### src/rtl/turn_arbiter.sv
// Turn sequencer for a shared tic-tac-toe board memory: clears the board, then
// grants the single write port to whichever player holds the turn.
module turn_arbiter #(
    parameter int TIMEOUT_CYCLES = 1000,
    parameter int TW             = $clog2(TIMEOUT_CYCLES)
) (
    input  logic        ph1,
    input  logic        reset,
    input  logic        start,
    input  logic        isPlayer1Start,
    input  logic        p1Req,
    input  logic [3:0]  p1Cell,
    output logic        p1Ack,
    output logic        p1Nack,
    input  logic        p2Req,
    input  logic [3:0]  p2Cell,
    output logic        p2Ack,
    output logic        p2Nack,
    input  logic [17:0] gBoard,
    input  logic        gameIsDone,
    input  logic [1:0]  winner,
    output logic [3:0]  addr,
    output logic [1:0]  cellState,
    output logic        we,
    output logic        activePlayer,
    output logic [3:0]  moveCount,
    output logic        timeoutPulse,
    output logic        gameOver,
    output logic [1:0]  result,
    output logic [2:0]  outputState
);

    localparam logic [2:0] S_IDLE   = 3'd0;
    localparam logic [2:0] S_CLEAR  = 3'd1;
    localparam logic [2:0] S_TURN   = 3'd2;
    localparam logic [2:0] S_CHECK  = 3'd3;
    localparam logic [2:0] S_WRITE  = 3'd4;
    localparam logic [2:0] S_SETTLE = 3'd5;
    localparam logic [2:0] S_DONE   = 3'd6;

    localparam logic [TW-1:0] TIMER_LAST = TW'(TIMEOUT_CYCLES - 1);

    logic [2:0]    r_state;
    logic [TW-1:0] r_timer;
    logic [3:0]    r_cell;
    logic [3:0]    r_addr;
    logic [1:0]    r_cell_state;
    logic          r_we;
    logic          r_active;
    logic [3:0]    r_move_count;
    logic [1:0]    r_result;

    logic          w_req;
    logic [3:0]    w_req_cell;
    logic [1:0]    w_cell_bits;
    logic          w_illegal;
    logic          w_timeout;

    // Handshake: a player holds Req (with a stable Cell) until it sees a
    // one-cycle Ack (move written) or Nack (move rejected); only the active
    // player's Req is ever looked at, the other one simply waits.
    assign w_req      = r_active ? p1Req  : p2Req;
    assign w_req_cell = r_active ? p1Cell : p2Cell;

    // Out-of-range cells read as occupied so one test covers both rejections.
    always_comb begin
        w_cell_bits = 2'b11;
        case (r_cell)
            4'd0:    w_cell_bits = gBoard[1:0];
            4'd1:    w_cell_bits = gBoard[3:2];
            4'd2:    w_cell_bits = gBoard[5:4];
            4'd3:    w_cell_bits = gBoard[7:6];
            4'd4:    w_cell_bits = gBoard[9:8];
            4'd5:    w_cell_bits = gBoard[11:10];
            4'd6:    w_cell_bits = gBoard[13:12];
            4'd7:    w_cell_bits = gBoard[15:14];
            4'd8:    w_cell_bits = gBoard[17:16];
            default: w_cell_bits = 2'b11;
        endcase
    end

    assign w_illegal = (w_cell_bits != 2'b00);
    assign w_timeout = (r_state == S_TURN) && !w_req && !start && (r_timer == TIMER_LAST);

    always_ff @(posedge ph1 or negedge reset) begin
        if (!reset) begin
            r_state      <= S_IDLE;
            r_timer      <= '0;
            r_cell       <= 4'd0;
            r_addr       <= 4'd0;
            r_cell_state <= 2'b00;
            r_we         <= 1'b0;
            r_active     <= 1'b1;
            r_move_count <= 4'd0;
            r_result     <= 2'b00;
        end else if (start && (r_state != S_CLEAR)) begin
            r_state      <= S_CLEAR;
            r_timer      <= '0;
            r_addr       <= 4'd0;
            r_cell_state <= 2'b00;
            r_we         <= 1'b1;
            r_move_count <= 4'd0;
            r_result     <= 2'b00;
        end else begin
            case (r_state)
                S_IDLE: ;
                S_CLEAR: begin
                    if (r_addr == 4'd8) begin
                        r_we     <= 1'b0;
                        r_active <= isPlayer1Start;
                        r_timer  <= '0;
                        r_state  <= S_TURN;
                    end else begin
                        r_addr <= r_addr + 4'd1;
                    end
                end
                S_TURN: begin
                    if (w_req) begin
                        r_cell  <= w_req_cell;
                        r_timer <= '0;
                        r_state <= S_CHECK;
                    end else if (r_timer == TIMER_LAST) begin
                        r_active <= ~r_active;
                        r_timer  <= '0;
                    end else begin
                        r_timer <= r_timer + TW'(1);
                    end
                end
                S_CHECK: begin
                    if (w_illegal) begin
                        r_state <= S_TURN;
                    end else begin
                        r_we         <= 1'b1;
                        r_addr       <= r_cell;
                        r_cell_state <= r_active ? 2'b11 : 2'b10;
                        r_state      <= S_WRITE;
                    end
                end
                S_WRITE: begin
                    r_we <= 1'b0;
                    if (r_move_count < 4'd9)
                        r_move_count <= r_move_count + 4'd1;
                    r_state <= S_SETTLE;
                end
                S_SETTLE: begin
                    if (gameIsDone) begin
                        r_result <= winner;
                        r_state  <= S_DONE;
                    end else begin
                        r_active <= ~r_active;
                        r_timer  <= '0;
                        r_state  <= S_TURN;
                    end
                end
                S_DONE: ;
                default: r_state <= S_IDLE;
            endcase
        end
    end

    assign p1Ack        = (r_state == S_WRITE) && r_active;
    assign p2Ack        = (r_state == S_WRITE) && !r_active;
    assign p1Nack       = (r_state == S_CHECK) && w_illegal && r_active;
    assign p2Nack       = (r_state == S_CHECK) && w_illegal && !r_active;
    assign timeoutPulse = w_timeout;
    assign gameOver     = (r_state == S_DONE);
    assign addr         = r_addr;
    assign cellState    = r_cell_state;
    assign we           = r_we;
    assign activePlayer = r_active;
    assign moveCount    = r_move_count;
    assign result       = r_result;
    assign outputState  = r_state;

endmodule

### config.mk
export PLATFORM = sky130hd
export DESIGN_NAME = turn_arbiter
export DESIGN_NICKNAME = d
export VERILOG_FILES = /design/src/rtl/turn_arbiter.sv
export SDC_FILE = /design/constraint.sdc
export NUM_CORES = 1
export LEC_CHECK = 0
export ABC_CLOCK_PERIOD_IN_PS = 3070
export CAP_MARGIN = 15
export CORE_ASPECT_RATIO = 1.2
export CORE_MARGIN = 2
export CORE_UTILIZATION = 50
export DETAILED_ROUTE_END_ITERATION = 7
export PLACE_DENSITY = 0.83
export SYNTH_ARGS = -nofsm -noshare
export SYNTH_HDL_FRONTEND = slang
export SYNTH_SLANG_ARGS = --single-unit
### constraint.sdc
create_clock -name ph1 -period 3.07 [get_ports ph1]
set_input_delay 0.614 -clock ph1 [delete_from_list [all_inputs] [get_ports ph1]]
set_output_delay 0.614 -clock ph1 [all_outputs]
set_load 0.03 [all_outputs]
* Word-level counts from Yosys, hierarchy flattened
Index checks and enable logic that the tools add are counted.
** Storage, ports and cells
- Register bits :: 31
- Logic and storage cells :: 115
** Operators by class
- $add $sub $neg :: 3
- Magnitude comparators :: 1
- Equality and inequality tests :: 28
- Mux-type cells :: 38
- Bitwise operators :: 2
- Reductions and logical operators :: 34
** Operator list (number)
- $mux W10 :: 5
- $pmux W10 S3 :: 1
- $mux W4 :: 7
- $pmux W2 S9 :: 1
- $pmux W3 S6 :: 1
- $eq A4 B3 Y1 const B :: 4
- $mux W3 :: 5
- $reduce_and A3 Y1 :: 5
- $mux W2 :: 6
- $ne A3 B3 Y1 const B :: 4
- $reduce_bool A2 Y1 :: 6
- $add A10 B1 Y10 const B :: 1
- $eq A10 B10 Y1 const B :: 1
- $eq A3 B3 Y1 const B :: 3
- $logic_and A1 B1 Y1 :: 9
- $mux W1 :: 9
- $add A4 B1 Y4 const B :: 2
- $eq A4 B2 Y1 const B :: 2
- $eq A4 B4 Y1 const B :: 2
- $pmux W4 S2 :: 1
- $reduce_bool A4 Y1 :: 2
- $eq A3 B2 Y1 const B :: 2
- $ne A2 B1 Y1 const B :: 3
- $ne A2 B2 Y1 const B :: 3
- other kinds (14) :: 21

* Depth between registers and ports, before layout
- Depth in word-level cells :: 6
- Mapped depth :: 8
- Mapped depth without buffers :: 7

* Worst setup path after synthesis
OpenSTA, ideal clock, no wires.
- Kind :: reg2out
- Start :: register r_state[0], in the netlist outputState[0]
- End :: output port timeoutPulse
- Arrival time :: 1.945 ns
- Data required time :: 2.456 ns
- Slack :: 0.511 ns
- Cell stages (with the launch flop) :: 5
- Cell sequence :: dfrtp_1 -> buf_2 -> or3b_1 -> nor3_2 -> nor2b_1
** Between the ends
- Longest elaborated chain between the ends :: 4
** RTL lines
- start, declared :: RTL line 43 : logic [2:0] r_state;
- start signal, assigned :: RTL line 87 : r_state <= S_IDLE;
- start signal, assigned :: RTL line 97 : r_state <= S_CLEAR;
- start signal, assigned :: RTL line 112 : r_state <= S_TURN;
- $eq A3 B2 Y1 :: RTL line 83 : assign w_timeout = (r_state == S_TURN) && !w_req && !start && (r_timer == TIMER_LAST);
- $logic_and A1 B1 Y1 (3 in series) :: RTL line 83
- end, declared :: RTL line 27 : output logic timeoutPulse,
No other way between the ends.

* Worst setup path after layout
- Start :: input port gBoard[4]
- End :: output port p1Nack
** Between the ends
- Longest elaborated chain between the ends :: 4
** RTL lines
- start, declared :: RTL line 19 : input logic [17:0] gBoard,
- $pmux W2 S9 :: RTL line 68 : case (r_cell)
- $reduce_bool A2 Y1 :: RTL line 82 : assign w_illegal = (w_cell_bits != 2'b00);
- $logic_and A1 B1 Y1 (2 in series) :: RTL line 163 : assign p1Nack = (r_state == S_CHECK) && w_illegal && r_active;
- end, declared :: RTL line 14 : output logic p1Nack,
No other way between the ends.

==> results.yml <==
yosys:
  ys_ff_latch: 31
  ys_dominant_reg_cell: "sky130_fd_sc_hd__dfrtp_1"
  yosysTopAreaCellShare: 0.357
  yosysWarningCount: 0
  avgSynthCellArea_um2: 8.32
  synth.top_cells.by_count: "32 x sky130_fd_sc_hd__nor2_1, 30 x sky130_fd_sc_hd__dfrtp_1, 29 x sky130_fd_sc_hd__o21ai_0"
  synth-async-reset-ratio: 1.00
  synth_most_common_cell: "sky130_fd_sc_hd__nor2_1"
  post_synth_num_cell_types: 54
  synthesis.instances: 253
  syn-num-nets: 293
  post_synth_edffs: 0
  seq_area_frac_synth: 0.369
  synth.top_cells.by_area: "sky130_fd_sc_hd__dfrtp_1 36%, sky130_fd_sc_hd__o21ai_0 6.9%, sky130_fd_sc_hd__nor2_1 5.7%"
  netlist_area_mm2: 0.00210
  yosysTopAreaCell: "sky130_fd_sc_hd__dfrtp_1"
worst_setup_path:
  timing.reg2reg.setup_slack_ns: 0.89
  critPathMaxStageDelay_ns: 0.43
  worstSetupEndpointType: "output pin"
  worst_ep_required_time_ns: 2.46
  worst_setup_sp: "gBoard[4]"
  path_class: "primary input to output pin"
  crit_fanout: 8
  category_of_cells_accounting_for_the_largest_share_of_critical_path_delay: "buffers and inverters"
  path_depth_of_the_worst_reg2reg_path: 6
  critical_path.slowest_cell: "sky130_fd_sc_hd__a2111oi_4"
  timing.rr.end: "addr[3]"
  worstSetupEndpoint: "p1Nack"
  timing.critical_path.cells: "clkdlybuf4s50_1, nor3_1, a2111oi_2, a2111oi_4, nand2_4, and3_1, buf_4"
  crit_cells: 7
  arrival_ns: 2.27
  startpoint_type: "primary input"
  cp.buffers_inverters: 2
  worstReg2RegStart: "r_cell[2]"
timing:
  finalWorstPathRequiredPeriod_ns: 2.89
  finalClockSkew_ns: 0.00824
  whs_ns: 0.509
  finalCritPeriodShare: 0.940
  setup_total_negative_slack_ns: 0
  fmax_mhz: 347
  rsz0062_at_grt: "no"
  timing.max_slew.rel_slack: 0.557
  worstMarginPinSlew_ns: 0.662
  final_hold_viols: 0
  final-max-slew-violation-count: 0
  setup_viol_count_final: 0
grt:
  grt_start_max_net_pins: 18
  grt_pass1_wl_um: 9410
  globalRoute.totalOverflow: 0
  first_global_vias: 2049
  grt_usage: 0.253
  grt.met2_usage: 0.467
  global_route.peak_usage_layer: "met2"
  met1_usage: 0.297
  antenna_found_initial: 0
  globalRouteMet3Util: 0.0493
placed_design:
  total_of_buffers_placed_on_input_and_output_ports: 57
  gpl.final_weighted_congestion: 0.838
  detailed_place_hpwl_um: 4180
detailed_routing:
  num_vias: 2096
  drt_pre_antenna_iters: 4
  ant_nets: 0
  remaining_drc_errors: 0
  drt_iter0_drc: 106
  routed_via_count_divided_by_cell_count: 5.71
  wl_per_cell_um: 14.9
  final_wirelength_um: 5460
floorplan:
  chipHeight_um: 75.1
  initial_utilization: 0.526
  placementRows: 25
  chipWidth_um: 63.2
  top_level_ports: 58
  core_area_mm2: 0.00400
  die_area_mm2: 0.00475
min_path:
  hp-start: "r_timer[4]"
  min-delay-path-class: "register to register"
clock_tree:
  cts_max_path_buffers: 2
  cts_buffers: 5
  clock_tree.root_cell: "sky130_fd_sc_hd__clkbuf_8"
  clk_pin_slew_ns: 0.06
  htree_levels: 2
  ctsResizeCount: 0
  post-cts-setup-buffers: 0
  clock_sink_count: 31
  clock_insertion_delay_worst_skew_ns: 0.29
  postCtsHoldBufs: 0
  cts_tree: "built"
power:
  p_leak_uw: 0.00119
  max-vdd-ir-drop_mv: 0.412
  power_density_mw_per_mm2: 720
finish:
  multiInputGateArea_mm2: 0.00122
  num-nets-final: 352
  final.fill_count: 347
  area.sequential_um2: 777
  layout-area-overhead-vs-synth_pct: 33.5
  num_antenna_cells: 0
  drive_gt1_frac: 0.0958
flow_run:
  drv_cap: 0
run_status:
  run_status: "finished, final reports clean"
[metal layers]
| metal | vias to the layer above | wire length, µm |
|---|---|---|
| li1 | 1021 | - |
| met1 | 999 | 2270 |
| met2 | 70 | 2790 |
| met3 | 6 | 320 |
| met4 | 0 | 69 |
| met5 | - | 0 |
[power by group]
group / internal [µW] / total, µW / leakage (µW) / switching (µW)
logic: 460 / 1030 / 0.000742 / 568
registers: 503 / 686 / 0.000411 / 182
clock network: 159 / 310 / 0.0000422 / 152
[placed cells by master, fill, tap and decap left out, drive strengths merged, types with 2 or more instances in the layout]
| cell | instances |
|---|---|
| a211oi | 2 |
| nor2 | 32 |
| nand2b | 5 |
| nor3 | 5 |
| and3 | 7 |
| mux2 | 3 |
| a21oi | 15 |
| nand3b | 4 |
| clkbuf | 7 |
| inv | 11 |
| o21ai | 31 |
| nor2b | 4 |
| xor2 | 2 |
| nand2 | 26 |
| clkdlybuf4s50 | 54 |
| buf | 11 |
| o22ai | 2 |
| o31ai | 5 |
| dfrtp | 30 |
| a2111oi | 2 |
| ha | 5 |
| nand3 | 17 |
| a32oi | 2 |
| mux2i | 8 |
[cell type report]
| type | count | area share |
|---|---|---|
| multi-input cells | 198 | 0.434 |
| flip-flops and latches | 31 | 0.277 |
| repair buffers | 65 | 0.222 |
| clock buffers | 7 | 0.0272 |
| well taps | 54 | 0.0241 |
| inverters | 11 | 0.0147 |
| clock inverters | 1 | 0.00178 |
[logic make-up after synthesis]
logic type / share of synthesized area
multiplexers: 0.0559
adder cells (fa/ha/maj): 0.0297
XOR/XNOR: 0.0125
AND/OR/NAND/NOR: 0.242
AO/OA/AOI/OAI: 0.239
flip-flops: 0.369
buffers and inverters: 0.0517
[per-stage QoR]
step,setup slack [ns],std cells,util,total power [µW],area (µm²)
final,0.185,367,0.702,2020,2810
after global routing,0.112,367,0.702,2160,2810
after CTS,0.180,367,0.702,2030,2810
after detailed placement,0.178,359,0.681,1720,2730
after global placement,0.215,359,0.681,1690,2730
after floorplan,0.511,253,-,1380,2100
[sequential cells by signal (all words and copies together) (netlist names)]
signal / cells
addr: 4
outputState: 3
r_timer: 10
moveCount: 4
activePlayer: 1
we: 1
result: 2
cellState: 2
r_cell: 4
[worst min path at each step]
stage,endpoint,slack [ns],cells past startpoint
2_1_floorplan,addr[0],0.32,0
3_5_place_dp,r_timer[7],0.49,1
3_3_place_gp,r_timer[9],0.47,1
6_report,r_timer[4],0.51,1
4_1_cts,r_timer[9],0.51,1
5_1_grt,r_timer[9],0.53,1
(Power assumes the default switching activity.)
